File: config.mk
export PLATFORM = sky130hd
export DESIGN_NAME = approx_add_pipe
export DESIGN_NICKNAME = d
export VERILOG_FILES = /design/src/rtl/approx_add_pkg.sv /design/src/rtl/approx_lower_unit.sv /design/src/rtl/approx_add_pipe.sv
export SDC_FILE = /design/constraint.sdc
export NUM_CORES = 1
export LEC_CHECK = 0
export BUFFER_PORTS_ARGS = -buffer_cell sky130_fd_sc_hd__buf_2
export CAP_MARGIN = 20
export CORE_ASPECT_RATIO = 0.7
export CORE_UTILIZATION = 34
export DETAILED_ROUTE_END_ITERATION = 7
export PLACE_DENSITY_LB_ADDON = 0.25
export SYNTH_ARGS = -nofsm -noshare
export SYNTH_HDL_FRONTEND = slang
export SYNTH_HIERARCHICAL = 1
export SYNTH_SLANG_ARGS = --single-unit
File: constraint.sdc
create_clock -name clk -period 2.5 [get_ports clk]
set_clock_uncertainty 0.2 [all_clocks]
set_input_delay 0.5 -clock clk [delete_from_list [all_inputs] [get_ports clk]]
set_output_delay 0.5 -clock clk [all_outputs]
set_load 0.02 [all_outputs]
File: src/rtl/approx_add_pkg.sv
// approx_add_pkg: shared types and helpers for the approximate pipelined adder.
//   mode_t    - runtime approximation mode carried with each operand pair
//   seg_width - width of one carry segment of the exact upper part
//   DEF_*     - default parameter values for the adder
package approx_add_pkg;

    typedef enum logic [1:0] {
        MODE_EXACT = 2'd0,
        MODE_LOA   = 2'd1,
        MODE_TRUNC = 2'd2,
        MODE_RSVD  = 2'd3
    } mode_t;

    localparam int DEF_WIDTH      = 8;
    localparam int DEF_APPROX_LSB = 4;
    localparam int DEF_STAGES     = 2;

    // ceil(u / stages); later segments are clamped to what is left of u
    function automatic int seg_width(input int u, input int stages);
        return (stages > 0) ? (u + stages - 1) / stages : u;
    endfunction

endpackage

File: src/rtl/approx_lower_unit.sv
// approx_lower_unit: combinational lower-part adder and carry generator.
//   i_a, i_b - low K bits of the operands
//   i_mode   - approximation mode
//   o_sum    - low K bits of the result
//   o_cin    - carry passed into the exact upper part
module approx_lower_unit
    import approx_add_pkg::*;
#(
    parameter int K = 4
) (
    input  logic [K-1:0] i_a,
    input  logic [K-1:0] i_b,
    input  mode_t        i_mode,
    output logic [K-1:0] o_sum,
    output logic         o_cin
);

    always_comb begin
        o_sum = '0;
        o_cin = 1'b0;
        case (i_mode)
            MODE_LOA: begin
                // OR approximates the sum; the top-bit AND recovers the likeliest carry
                o_sum = i_a | i_b;
                o_cin = i_a[K-1] & i_b[K-1];
            end
            MODE_TRUNC: begin
                // constant half-range compensation for the dropped bits
                o_sum        = '0;
                o_sum[K-1]   = 1'b1;
                o_cin        = 1'b0;
            end
            default: begin
                {o_cin, o_sum} = {1'b0, i_a} + {1'b0, i_b};
            end
        endcase
    end

endmodule

File: src/rtl/approx_add_pipe.sv
// approx_add_pipe: pipelined unsigned WIDTH-bit adder with an approximate
// lower part and an exact upper part split into STAGES registered carry
// segments, behind a valid/ready stream.
//   clk, rst_n           - clock (rising edge), async active-low reset
//   in_valid, in_ready   - input handshake
//   A, B, mode           - operands and approximation mode (travel together)
//   out_valid, out_ready - output handshake
//   O                    - WIDTH+1 bit sum
module approx_add_pipe
    import approx_add_pkg::*;
#(
    parameter int WIDTH      = DEF_WIDTH,
    parameter int APPROX_LSB = DEF_APPROX_LSB,
    parameter int STAGES     = DEF_STAGES
) (
    input  logic             clk,
    input  logic             rst_n,
    input  logic             in_valid,
    output logic             in_ready,
    input  logic [WIDTH-1:0] A,
    input  logic [WIDTH-1:0] B,
    input  logic [1:0]       mode,
    output logic             out_valid,
    input  logic             out_ready,
    output logic [WIDTH:0]   O
);

    localparam int K  = APPROX_LSB;
    localparam int U  = WIDTH - APPROX_LSB;
    localparam int SW = seg_width(U, STAGES);

    if (APPROX_LSB < 0 || APPROX_LSB >= WIDTH) begin : g_err_lsb
        $error("approx_add_pipe: APPROX_LSB must be in 0..WIDTH-1");
    end
    if (STAGES < 1 || STAGES > U) begin : g_err_stages
        $error("approx_add_pipe: STAGES must be in 1..WIDTH-APPROX_LSB");
    end

    logic           w_en;
    logic           w_cin;
    logic [WIDTH:0] w_low_word;

    assign w_en     = ~out_valid | out_ready;
    assign in_ready = w_en;

    if (K > 0) begin : g_lower
        logic [K-1:0] w_lo_sum;

        approx_lower_unit #(
            .K(K)
        ) u_lower (
            .i_a   (A[K-1:0]),
            .i_b   (B[K-1:0]),
            .i_mode(mode_t'(mode)),
            .o_sum (w_lo_sum),
            .o_cin (w_cin)
        );

        assign w_low_word = {{(WIDTH + 1 - K){1'b0}}, w_lo_sum};
    end else begin : g_nolower
        assign w_cin      = 1'b0;
        assign w_low_word = '0;
    end

    // Inputs of each pipeline stage: index 0 is the unregistered input side,
    // index s+1 is driven by the registers after stage s.
    logic [U-1:0]   w_a_in   [STAGES];
    logic [U-1:0]   w_b_in   [STAGES];
    logic           w_c_in   [STAGES];
    logic [WIDTH:0] w_res_in [STAGES];
    logic           w_v_in   [STAGES];

    assign w_a_in[0]   = A[WIDTH-1:K];
    assign w_b_in[0]   = B[WIDTH-1:K];
    assign w_c_in[0]   = w_cin;
    assign w_res_in[0] = w_low_word;
    assign w_v_in[0]   = in_valid;

    for (genvar s = 0; s < STAGES; s++) begin : g_stage
        // Segment bounds; with ceil-sized segments the tail may be empty,
        // in which case the stage only forwards the carry.
        localparam int LO  = (s * SW < U) ? s * SW : U;
        localparam int HI  = ((s + 1) * SW < U) ? (s + 1) * SW : U;
        localparam int SWD = HI - LO;

        localparam logic [U:0]   L_ONE     = {{U{1'b0}}, 1'b1};
        localparam logic [U:0]   L_CBIT    = L_ONE << SWD;
        localparam logic [U:0]   L_SMASK_X = L_CBIT - L_ONE;
        localparam logic [U:0]   L_DONE_X  = (L_ONE << HI) - L_ONE;
        localparam logic [U-1:0] L_SMASK   = L_SMASK_X[U-1:0];
        localparam logic [U-1:0] L_KEEP    = ~L_DONE_X[U-1:0];

        logic [U-1:0]   w_aseg;
        logic [U-1:0]   w_bseg;
        logic [U:0]     w_segsum;
        logic           w_cout;
        logic [WIDTH:0] w_res_o;

        assign w_aseg   = (w_a_in[s] >> LO) & L_SMASK;
        assign w_bseg   = (w_b_in[s] >> LO) & L_SMASK;
        assign w_segsum = {1'b0, w_aseg} + {1'b0, w_bseg} + {{U{1'b0}}, w_c_in[s]};
        assign w_cout   = |(w_segsum & L_CBIT);
        assign w_res_o  = w_res_in[s]
                        | ({{(K + 1){1'b0}}, w_segsum[U-1:0] & L_SMASK} << (K + LO));

        if (s < STAGES - 1) begin : g_mid
            logic [U-1:0]   r_a;
            logic [U-1:0]   r_b;
            logic           r_c;
            logic [WIDTH:0] r_res;
            logic           r_v;

            always_ff @(posedge clk or negedge rst_n) begin
                if (!rst_n) begin
                    r_a   <= '0;
                    r_b   <= '0;
                    r_c   <= 1'b0;
                    r_res <= '0;
                    r_v   <= 1'b0;
                end else if (w_en) begin
                    // consumed operand bits are dropped; the rest is skewed on
                    r_a   <= w_a_in[s] & L_KEEP;
                    r_b   <= w_b_in[s] & L_KEEP;
                    r_c   <= w_cout;
                    r_res <= w_res_o;
                    r_v   <= w_v_in[s];
                end
            end

            assign w_a_in[s+1]   = r_a;
            assign w_b_in[s+1]   = r_b;
            assign w_c_in[s+1]   = r_c;
            assign w_res_in[s+1] = r_res;
            assign w_v_in[s+1]   = r_v;
        end else begin : g_out
            logic [WIDTH:0] r_res;
            logic           r_v;

            always_ff @(posedge clk or negedge rst_n) begin
                if (!rst_n) begin
                    r_res <= '0;
                    r_v   <= 1'b0;
                end else if (w_en) begin
                    r_res <= w_res_o | {w_cout, {WIDTH{1'b0}}};
                    r_v   <= w_v_in[s];
                end
            end

            assign O         = r_res;
            assign out_valid = r_v;
        end
    end

endmodule
# ---- Word-level counts from Yosys, hierarchy flattened
# Index checks and enable logic that the tools add are counted.
dict set report totals {
  inputBits 22
  wordCells 23
  output_inout_bits 11
  register_bits 25
}
dict set report classes {
  bitwise_logic 7
  eq_ne 2
  addsub 5
  mux 2
}
# cell n
set op_table {}
lappend op_table {{9-bit by 8-bit OR with 9-bit output} 1}
lappend op_table {{9-bit OR} 1}
lappend op_table {{4-bit case mux with 2 select lines} 1}
lappend op_table {{2-bit by 2-bit adder with 3-bit output} 2}
lappend op_table {{3-bit by 1-bit adder with 3-bit output} 2}
lappend op_table {{4-bit by 6-bit OR with 6-bit output} 1}
lappend op_table {{4-bit by 4-bit adder with 5-bit output} 1}
lappend op_table {{4-bit OR} 1}
lappend op_table {{2-bit by 1-bit equality test with 1-bit output, second input constant} 1}
lappend op_table {{2-bit equality test, second input constant} 1}
lappend op_table {{1-bit case mux with 2 select lines} 1}
lappend op_table {{1-bit bitwise AND} 1}
lappend op_table {{1-bit NOT} 1}
lappend op_table {{1-bit OR} 1}

# ---- Logic depth before layout (Yosys ltp)
# Gate-level depths: netlist of the first run.
dict set report depth {
  ltp_word 4
  ltp_mapped 9
  mapped_depth_nobuf 8
}

# ---- By module
# Netlist of the first run, hierarchy kept.
# mod seq_area_each_um2 area_each_um2 instances cells_per_inst
set modules_own_cells {}
lappend modules_own_cells {approx_add_pipe 550.5 1009.7 1 67}
lappend modules_own_cells {approx_lower_unit 0.0 307.8 1 41}

# ---- Least setup slack after synthesis of the first run
# Ideal clock, no wire load.
dict set report synth_timing {
  path_type {input-to-reg}
  startpoint {in mode[0]}
  endpoint {reg g_stage[0].g_mid.r_res[5]}
  t_required_ps 2175
  arrival_time_ps 2060
  setup_time_ps 125
  stages 9
  slack_ps 114
  path_buffers 1
  path_cell_list {inv_1 ha_1 buf_6 nand2_1 o21ai_0 inv_1 fa_1 fa_1 a21oi_1}
}
dict set report synth_via {
  elab_chain_cells 4
  word_cells_on_any_way 5
  cone_classes {add/sub: 1; eq/ne: 2; mux: 1; bitwise: 1}
}
# item line_no
set synth_lines {}
lappend synth_lines {{start: declaration} approx_add_pipe.sv:22} ;# input logic [1:0] mode,
lappend synth_lines {{2-bit equality test / 2-bit by 1-bit equality test with 1-bit output (equally long branches)} approx_lower_unit.sv:21} ;# case (i_mode)
lappend synth_lines {{1-bit case mux with 2 select lines *} approx_lower_unit.sv:21}
lappend synth_lines {{named net w_cin} approx_add_pipe.sv:40} ;# logic w_cin;
lappend synth_lines {{3-bit by 1-bit adder with 3-bit output *} approx_add_pipe.sv:101} ;# assign w_segsum = {1'b0, w_aseg} + {1'b0, w_bseg} + {{U{1'b0}}, w_c_in[s]};
lappend synth_lines {{4-bit by 6-bit OR with 6-bit output *} approx_add_pipe.sv:104} ;# | ({{(K + 1){1'b0}}, w_segsum[U-1:0] & L_SMASK} << (K + LO));
lappend synth_lines {{end signal: assignment} approx_add_pipe.sv:125} ;# r_res <= w_res_o;
lappend synth_lines {{end: declaration} approx_add_pipe.sv:110} ;# logic [WIDTH:0] r_res;
# The timed path passes the listed nets; every way through them passes the cells marked *.
# A chain may end at the register's enable or synchronous reset.

# ---- Worst setup path in the final report of the first run
dict set report layout_timing {
  startpoint {in A[0]}
  endpoint {reg g_stage[0].g_mid.r_res[5]}
}
dict set report layout_via {
  elab_chain_cells 4
}
# item line_no
set layout_lines {}
lappend layout_lines {{start: declaration} approx_add_pipe.sv:20} ;# input logic [WIDTH-1:0] A,
lappend layout_lines {{4-bit by 4-bit adder with 5-bit output} approx_lower_unit.sv:34} ;# {o_cin, o_sum} = {1'b0, i_a} + {1'b0, i_b};
lappend layout_lines {{1-bit case mux with 2 select lines} approx_lower_unit.sv:21}
lappend layout_lines {{named net w_cin} approx_add_pipe.sv:40}
lappend layout_lines {{3-bit by 1-bit adder with 3-bit output} approx_add_pipe.sv:101}
lappend layout_lines {{4-bit by 6-bit OR with 6-bit output} approx_add_pipe.sv:104}
# The timed path passes the listed nets, and every way through them passes these cells.

==> results.json, run 1 <==
{
  "post_cts_resize_count": 0,
  "ys_seq_area_share_pct": 41.8,
  "timing_worst_slew_pin_value_ns": 0.494,
  "synthesis.yosys.warnings": 6,
  "postSynthRegisterBits": 22,
  "total_vias_in_the_final_route": 845,
  "cts-htree-levels": 1,
  "hpwl_um": 1700,
  "hold_viol_final": 2,
  "slew_headroom_pct": 67.1,
  "power.density_cell_area_mw_per_mm2": 692,
  "io-pin-count": 33,
  "timing.final.crit_period_ns": 2.27,
  "dieArea_sq_mm": 0.00413,
  "grt_setup_unrepaired": "false",
  "port_buffers": 32,
  "grt_first_pass_wirelength_um": 3770,
  "clockRootBuffer": "clkbuf_8",
  "outcome": "complete, but fails checks",
  "coreArea_sq_mm": 0.00360,
  "setup_violations": 0,
  "die_width_um": 76.4,
  "cpLargestDelayFamily": "adder cells",
  "synth_area_leader_cell": "dfrtp_1",
  "gpl.final_weighted_congestion": 0.815,
  "timing.critical_path.fanout_max": 2,
  "final.period_utilization_pct": 90.7,
  "sequential_cell_area_sq_um": 551,
  "worst_ep_required_time_ns": 2.48,
  "timing.hold.worst.class": "primary input to asynchronous set/reset pin",
  "final.hold.worst_slack_ns": -0.00141,
  "ctsLongestPathBuffers": 2,
  "route.antenna.remaining_nets": 0,
  "timing.setup.tns_ns": 0,
  "totalWireLength_um": 2190,
  "clkLatencyLatePin_ns": 0.26,
  "clkSinkCount": 22,
  "gr-usage-all-layers_pct": 12.0,
  "timing.critical_path.slowest_cell_delay_ns": 0.41,
  "endpoint_kind": "register",
  "final_cell_mix": "buf_2 (32), dfrtp_1 (22), inv_1 (20)",
  "fin_nets": 182,
  "globalRouteOverflowTotal": 0,
  "cts_tree": "yes",
  "avgRoutedWirePerCell_um": 11.3,
  "worst-endpoint-arrival_ns": 2.25,
  "initial_antenna_violation_count": 0,
  "count_of_buffers_added_by_post_cts_timing_repair_for_setup": 0,
  "synth_area_per_cell_sq_um": 12.2,
  "timing_max_transition_violations_final": 0,
  "cp.buffers_inverters": 2,
  "layout-drive-gt1-share_pct": 38.9,
  "via_per_inst": 4.36,
  "critical_path_top_delay_cell": "fa_1",
  "initial_util_pct": 36.6,
  "first_global_vias": 846,
  "critical_path.cell_chain": "buf_2 -> ha_1 -> fa_1 -> a21oi_1 -> o21ai_0 -> inv_1 -> fa_1 -> fa_1 -> a21oi_1",
  "cell_leakage_power_nw": 0.835,
  "synthDistinctLibCells": 19,
  "hold_buf_count_cts": 0,
  "dr.pass1.iters": 3,
  "syn_area_sq_mm": 0.00132,
  "synthesis.instances": 108,
  "die_h_um": 54.1,
  "synth_top_area_share_pct": 41.8,
  "layout_commonest_cell": "buf_2",
  "number_of_maximum_capacitance_violations": 0,
  "fmax_ghz": 0.441,
  "top_cells_by_area_synth": "dfrtp_1 (42%), mux2_4 (15%), ha_1 (9.5%)",
  "cts.reportedPaths.clkPinSlew_ns": 0.07,
  "worstSetupStartpointType": "primary input",
  "final_core_utilization_pct": 43.6,
  "tritoncts_buffers": 3,
  "area_growth_syn_to_layout_pct": 19.3,
  "drtIter0Drc": 42,
  "synthesis.nets": 145,
  "n_antenna_cell": 0,
  "crit_path_frequent_cell": "fa_1",
  "nFillCells": 349,
  "std_cell_rows": 18,
  "vdd_drop_max_uv": 381,
  "failed_checks": "hold timing",
  "drt_drc_violations_left": 0,
  "pin_count_of_the_biggest_net_entering_global_routing": 23,
  "multiInputGateArea_sq_um": 638,
  "timing_worst_setup_path_type": "primary input to register"
}
where the power goes:
group          switching, W  internal, W  leakage [nW]
combinational      0.000179     0.000177         0.547
sequential        0.0000464     0.000438         0.258
clock              0.000107     0.000140        0.0288
total              0.000332     0.000756         0.835
final cells by class:
type	instances	share of cell area (%)
clock buffer	4	3.50
sequential	22	35.0
tap	50	3.98
multi-input combinational	62	40.6
timing repair buffer	36	12.1
inverter	20	4.78
synthesized netlist by cell type:
cell / instances
inv_1: 20
nor3b_1: 5
ha_1: 10
nand2_1: 5
nand3_1: 1
nand2b_1: 4
nand4b_1: 1
fa_1: 5
mux2_4: 13
nor2b_1: 1
mux2_2: 3
buf_12: 1
o31a_1: 1
dfrtp_1: 22
mux2i_1: 1
a21oi_1: 6
o21ai_0: 5
buf_6: 3
xor2_1: 1
sequential cells by signal, indices dropped and copies added, names as in the netlist:
name / flops
O: 9
out_valid: 1
g_stage.g_mid.r_c: 1
g_stage.g_mid.r_v: 1
g_stage.g_mid.r_res: 6
g_stage.g_mid.r_a: 2
g_stage.g_mid.r_b: 2
stage by stage:
stage	setup WS [ns]	area (sq um)	hold slack, ns	std cells	power [W]
2_1_floorplan	0.114	1320	0.00441	108	0.000746
3_3_place_gp	-0.0138	1520	0.244	190	0.000840
3_5_place_dp	-0.0548	1520	0.254	190	0.000853
4_1_cts	0.219	1570	0.0120	194	0.00111
5_1_grt	0.0744	1570	0.0391	194	0.00117
6_report	0.232	1570	-0.00141	194	0.00109
layer usage:
metal	share of wire [%]	up-vias	global-route usage, %
li1	-	419	-
met1	46	411	14.4
met2	49	13	21.6
met3	3.9	2	3.90
met4	0.87	0	2.88
met5	0	-	0
final timing paths:
check / slack, ns / to / depth (start not counted) / startpoint
max reg2reg: 0.79 / O[7]$_DFFE_PN0P_ / 4 / g_stage[0].g_mid.r_a[2]$_DFFE_PN0P_
min reg2reg: 0.28 / out_valid$_DFFE_PN0P_ / 1 / g_stage[0].g_mid.r_v$_DFFE_PN0P_
min: -0.001 / O[4]$_DFFE_PN0P_ / 1 / rst_n
min in group clk: 0.27 / g_stage[0].g_mid.r_b[2]$_DFFE_PN0P_ / 2 / B[6]
max in group asynchronous: 1.77 / g_stage[0].g_mid.r_a[2]$_DFFE_PN0P_ / 1 / rst_n
max: 0.23 / g_stage[0].g_mid.r_res[5]$_DFFE_PN0P_ / 9 / A[0]
cell families (layout without fill, tap and decap cells):
group                    after synthesis  after routing  synth area share [%]
AO/OA/AOI/OAI                         12             12                  4.84
flip-flops                            22             22                  41.8
multiplexers                          17             17                  18.1
adder cells (fa/ha/maj)               15             15                  17.1
AND/OR/NAND/NOR                       17             17                  7.69
buffers and inverters                 24             60                  9.78
XOR/XNOR                               1              1                 0.665
worst register-to-register path, delay by kind of cell (launching register included):
family                     cells  cell delay, ns
DFF                            1            0.35
adders and majority gates      2            0.92
AOI/OAI and AO/OA              1            0.06
buffers and inverters          1            0.06
Power figures use the tool's default switching activity.
==> inputs of run 2 (changes only) <==
--- a/config.mk
+++ b/config.mk
@@ -8,8 +8,9 @@
 export BUFFER_PORTS_ARGS = -buffer_cell sky130_fd_sc_hd__buf_2
 export CAP_MARGIN = 20
 export CORE_ASPECT_RATIO = 0.7
-export CORE_UTILIZATION = 34
+export CORE_UTILIZATION = 56
 export DETAILED_ROUTE_END_ITERATION = 7
+export GPL_ROUTABILITY_DRIVEN = 0
 export PLACE_DENSITY_LB_ADDON = 0.25
 export SYNTH_ARGS = -nofsm -noshare
 export SYNTH_HDL_FRONTEND = slang
==> results.json, run 2 (synthesized netlist as in run 1, its figures left out) <==
{
  "outcome": "completed",
  "cell_leakage_power_nw": 0.836,
  "r2r_slack_ns": 0.79,
  "worst_ep_required_time_ns": 2.55,
  "area_growth_syn_to_layout_pct": 17.5,
  "totalWireLength_um": 2170,
  "timing_worst_slew_pin_value_ns": 0.478,
  "port_buffers": 32,
  "critical_path.cell_chain": "buf_2 -> ha_1 -> fa_1 -> a21oi_1 -> o21ai_0 -> inv_1 -> fa_1 -> fa_1 -> a21oi_1",
  "final.period_utilization_pct": 90.0,
  "fmax_ghz": 0.444,
  "crit_path_frequent_cell": "fa_1",
  "io-pin-count": 33,
  "met1Wirelength_um": 945,
  "total_vias_in_the_final_route": 859,
  "gr-usage-all-layers_pct": 21.6,
  "top_layer_used": "met4",
  "timing.hold.worst.class": "primary input to register",
  "post_dp_cell_area_sq_mm": 0.00150,
  "detailed_routed_wire_length_on_met2_um": 1100,
  "die_width_um": 60.0,
  "cts.reportedPaths.clkPinSlew_ns": 0.12,
  "route.antenna.remaining_nets": 0,
  "internal-power_w": 0.000708,
  "timing.critical_path.fanout_max": 2,
  "worst-endpoint-arrival_ns": 2.30,
  "die_h_um": 42.6,
  "hpwl_um": 1710,
  "clkLatencyLatePin_ns": 0.31,
  "cts_tree": "yes",
  "timing.rr.end": "O[7]$_DFFE_PN0P_",
  "swShare_pct": 31.9,
  "pin_count_of_the_biggest_net_entering_global_routing": 23,
  "cts-htree-levels": 1,
  "dr.pass1.iters": 4,
  "via_per_inst": 4.83,
  "slew_headroom_pct": 68.1,
  "drt_drc_violations_left": 0,
  "dieArea_sq_mm": 0.00255,
  "vdd_drop_max_uv": 505,
  "avgRoutedWirePerCell_um": 12.2,
  "sequentialPowerShare_pct": 46.5,
  "hold_path.startpoint": "A[6]",
  "worstSetupStartpointType": "primary input",
  "number_of_maximum_capacitance_violations": 0,
  "n_antenna_cell": 0,
  "multiInputGateArea_sq_um": 638,
  "r2r.worst_path.cells": 4,
  "timing_max_transition_violations_final": 0,
  "p_switching_w": 0.000331,
  "min_path_cells": 2,
  "coreArea_sq_mm": 0.00219,
  "grt_setup_unrepaired": "false",
  "final.hold.worst_slack_ns": 0.221,
  "largest_register_ffs": 9,
  "drtIter0Drc": 31,
  "endpoint_kind": "register",
  "fin_nets": 184,
  "hold_viol_final": 0,
  "nFillCells": 149,
  "worstHoldEndpoint": "g_stage[0].g_mid.r_a[2]$_DFFE_PN0P_",
  "initial_util_pct": 60.2,
  "timing.critical_path.slowest_cell_delay_ns": 0.41,
  "worstReg2RegStart": "g_stage[0].g_mid.r_a[2]$_DFFE_PN0P_",
  "first_global_vias": 926,
  "layout_commonest_cell": "buf_2",
  "tritoncts_buffers": 3,
  "power.density_cell_area_mw_per_mm2": 671,
  "ctsLongestPathBuffers": 2,
  "critical_path_top_delay_cell": "fa_1",
  "timing.final.crit_period_ns": 2.25,
  "clockRootBuffer": "clkbuf_4",
  "clkSinkCount": 22,
  "grt_first_pass_wirelength_um": 3950,
  "timing_worst_setup_path_type": "primary input to register",
  "initial_antenna_violation_count": 0,
  "final_cell_mix": "buf_2 (32), dfrtp_1 (22), inv_1 (20)",
  "combPwrFrac_pct": 35.0,
  "finish.instance_area_sq_mm": 0.00155,
  "std_cell_rows": 14,
  "layout-drive-gt1-share_pct": 39.0,
  "final_core_utilization_pct": 70.7,
  "setup_violations": 0,
  "globalRouteOverflowTotal": 0,
  "met3_wirelength_um": 110,
  "clkPwrFrac_pct": 18.5,
  "sequential_cell_area_sq_um": 551
}
-- run 2: critical path, delay by kind of cell --
family / cells / cell delay (ns)
fa+ha+maj: 4 / 1.22
compound gates: 3 / 0.40
buf+inv: 2 / 0.18
-- run 2: worst max-delay path by stage --
| stage | startpoint | endpoint | slack, ns |
|---|---|---|---|
| after global placement | A[0] | g_stage[0].g_mid.r_res[5]$_DFFE_PN0P_ | -0.007 |
| after floorplan | mode[0] | g_stage[0].g_mid.r_res[5]$_DFFE_PN0P_ | 0.11 |
| after CTS | A[0] | g_stage[0].g_mid.r_res[5]$_DFFE_PN0P_ | 0.24 |
| after detailed placement | A[0] | g_stage[0].g_mid.r_res[5]$_DFFE_PN0P_ | -0.09 |
| after global routing | A[0] | g_stage[0].g_mid.r_res[5]$_DFFE_PN0P_ | 0.10 |
| final | A[0] | g_stage[0].g_mid.r_res[5]$_DFFE_PN0P_ | 0.25 |
-- run 2: stage by stage --
stage               worst slack (ns)  TNS (ns)  power [W]  cells
finish                         0.250         0    0.00104    178
global route                   0.102         0    0.00111    178
floorplan                      0.114         0   0.000746    108
detailed placement           -0.0896   -0.0896   0.000854    173
CTS                            0.242         0    0.00105    178
global placement            -0.00719  -0.00719   0.000838    173
-- run 2: what timing repair did --
action,4_1_cts,5_1_grt
hold endpoints to repair,22,0
gates resized for setup,0,0
setup endpoints to repair,0,0
setup buffers,0,0
hold buffers,1,0
-- run 2: per-layer routing --
metal / global-route usage [%] / vias to the layer above
li1: - / 420
met1: 26.8 / 415
met2: 35.6 / 22
met3: 7.41 / 2
met4: 6.05 / 0
met5: 0 / -
-- run 2: power by group through the flow --
stage	combinational [W]	clock [W]	sequential (W)
after floorplan	0.000202	0	0.000544
after global placement	0.000353	0	0.000485
after detailed placement	0.000363	0	0.000491
after CTS	0.000366	0.000199	0.000484
after global routing	0.000402	0.000215	0.000495
final	0.000363	0.000192	0.000483
-- run 2: layout make-up --
| cell class | count | area share (%) |
|---|---|---|
| Inverter | 20 | 4.85 |
| Timing Repair Buffer | 38 | 13.4 |
| Tap cell | 32 | 2.59 |
| Sequential cell | 22 | 35.6 |
| Multi-Input combinational cell | 62 | 41.2 |
| Clock buffer | 4 | 2.34 |
==> inputs of run 3 (changes only) <==
--- a/config.mk
+++ b/config.mk
@@ -8,7 +8,7 @@
 export BUFFER_PORTS_ARGS = -buffer_cell sky130_fd_sc_hd__buf_2
 export CAP_MARGIN = 20
 export CORE_ASPECT_RATIO = 0.7
-export CORE_UTILIZATION = 56
+export CORE_UTILIZATION = 52
 export DETAILED_ROUTE_END_ITERATION = 7
 export GPL_ROUTABILITY_DRIVEN = 0
 export PLACE_DENSITY_LB_ADDON = 0.25
==> constraint.sdc (replaced) <==
create_clock -name clk -period 2.3 [get_ports clk]
set_clock_uncertainty 0.2 [all_clocks]
set_input_delay 0.46 -clock clk [delete_from_list [all_inputs] [get_ports clk]]
set_output_delay 0.46 -clock clk [all_outputs]
set_load 0.02 [all_outputs]
==> results.json, run 3 (synthesized netlist as in run 1, its figures left out) <==
{
  "outcome": "completed",
  "cell_leakage_power_nw": 0.862,
  "initial_util_pct": 58.3,
  "fin_nets": 188,
  "critical_path_top_delay_cell": "fa_1",
  "hold_path.startpoint": "A[6]",
  "dr.pass1.iters": 4,
  "timing.critical_path.slowest_cell_delay_ns": 0.43,
  "hpwl_um": 1850,
  "cts.reportedPaths.clkPinSlew_ns": 0.13,
  "power.density_cell_area_mw_per_mm2": 765,
  "slew_headroom_pct": 68.0,
  "timing_worst_slew_pin_value_ns": 0.480,
  "dieArea_sq_mm": 0.00274,
  "globalRouteOverflowTotal": 0,
  "cts_tree": "yes",
  "pin_count_of_the_biggest_net_entering_global_routing": 23,
  "met3_wirelength_um": 88,
  "timing.hold.worst.class": "primary input to register",
  "timing.final.crit_period_ns": 2.22,
  "timing.critical_path.fanout_max": 2,
  "nFillCells": 159,
  "dp_cells": 177,
  "endpoint_kind": "register",
  "drtIter0Drc": 29,
  "worst-endpoint-arrival_ns": 2.27,
  "largest_register_ffs": 9,
  "crit_path_frequent_cell": "fa_1",
  "route.antenna.remaining_nets": 0,
  "final-instance-count-excl-fill": 182,
  "avgRoutedWirePerCell_um": 12.7,
  "worst_setup_path_startpoint": "A[0]",
  "cpLargestDelayFamily": "adder cells",
  "io-pin-count": 33,
  "layout_commonest_cell": "buf_2",
  "number_of_maximum_capacitance_violations": 0,
  "worstReg2RegStart": "g_stage[0].g_mid.r_a[2]$_DFFE_PN0P_",
  "timing_max_transition_violations_final": 0,
  "setup_violations": 0,
  "final_cell_mix": "buf_2 (32), dfrtp_1 (22), inv_1 (20)",
  "n_antenna_cell": 0,
  "grt_first_pass_wirelength_um": 3900,
  "ctsLongestPathBuffers": 2,
  "vdd_drop_max_uv": 374,
  "final.period_utilization_pct": 96.5,
  "totalWireLength_um": 2320,
  "fmax_ghz": 0.450,
  "clockRootBuffer": "clkbuf_4",
  "die_width_um": 62.2,
  "std_cell_rows": 14,
  "gr-usage-all-layers_pct": 19.1,
  "hold_viol_final": 0,
  "coreArea_sq_mm": 0.00226,
  "first_global_vias": 945,
  "area_growth_syn_to_layout_pct": 21.5,
  "met1Wirelength_um": 1030,
  "total_vias_in_the_final_route": 893,
  "final.hold.worst_slack_ns": 0.166,
  "timing_worst_setup_path_type": "primary input to register",
  "count_of_buffers_added_by_post_cts_timing_repair_for_setup": 0,
  "clkSinkCount": 22,
  "grt_setup_unrepaired": "false",
  "clkLatencyLatePin_ns": 0.31,
  "worst_ep_required_time_ns": 2.35,
  "via_per_inst": 4.91,
  "detailed_routed_wire_length_on_met2_um": 1200,
  "critical_path.cell_chain": "buf_2 -> ha_1 -> fa_1 -> a21oi_2 -> o21ai_1 -> inv_1 -> fa_2 -> fa_1 -> a21oi_1",
  "layout-drive-gt1-share_pct": 42.0,
  "cp.buffers_inverters": 2,
  "port_buffers": 32,
  "top_layer_used": "met3",
  "cts-htree-levels": 1,
  "initial_antenna_violation_count": 0,
  "die_h_um": 44.1,
  "tritoncts_buffers": 3,
  "drt_drc_violations_left": 0,
  "worstSetupStartpointType": "primary input"
}
==> run 3: cell types whose count changed in the layout (fill, tap and decap cells not counted), sizes merged <==
cell,change
bufinv,+1
clkbuf,-1
buf,+4
==> run 3: final timing paths <==
path | endpoint | slack, ns | cells past startpoint
worst max-delay path | g_stage[0].g_mid.r_res[5]$_DFFE_PN0P_ | 0.08 | 9
worst min-delay path | g_stage[0].g_mid.r_a[2]$_DFFE_PN0P_ | 0.17 | 2
worst max register to register | O[7]$_DFFE_PN0P_ | 0.56 | 4
worst min register to register | out_valid$_DFFE_PN0P_ | 0.29 | 1
max in group asynchronous | g_stage[0].g_mid.r_res[1]$_DFFE_PN0P_ | 1.13 | 2
min in group asynchronous | g_stage[0].g_mid.r_res[5]$_DFFE_PN0P_ | 0.43 | 2
==> run 3: what timing repair did <==
action | 4_1_cts | 5_1_grt
hold endpoints to repair | 22 | 0
resized for setup | 0 | 1
endpoints found under the setup margin | 0 | 1
hold buffers | 1 | 0
==> run 3: cell type report <==
cell class	instances	area (sq um)	area share (%)
Clock buffer	3	22.5	1.41
Multi-Input combinational cell	62	644	40.3
Timing Repair Buffer	42	238	14.9
Sequential cell	22	551	34.4
Clock inverter	1	30.0	1.88
Inverter	20	75.1	4.69
Tap cell	32	40.0	2.50
==> run 3: through the flow <==
step           total power [W]  utilization (%)  setup TNS (ns)  area, sq um  setup WS, ns
3_3_place_gp          0.000918             67.9          -0.189         1530        -0.175
2_1_floorplan         0.000811                -               0         1320       0.00944
4_1_cts                0.00124             70.7               0         1600        0.0662
5_1_grt                0.00129             70.8               0         1600        0.0277
3_5_place_dp          0.000941             67.9          -0.439         1530        -0.265
6_report               0.00122             70.8               0         1600        0.0794
==> run 3: power breakdown <==
part	switching (W)	total, W	internal, W
logic	0.000206	0.000407	0.000202
clock network	0.000114	0.000290	0.000176
registers	0.0000511	0.000527	0.000476
==> run 3: metal layers <==
layer / vias to the layer above / track usage [%]
met1: 449 / 22.7
met3: 0 / 6.19
met2: 16 / 35.4
li1: 428 / -
met5: - / 0
met4: 0 / 2.79
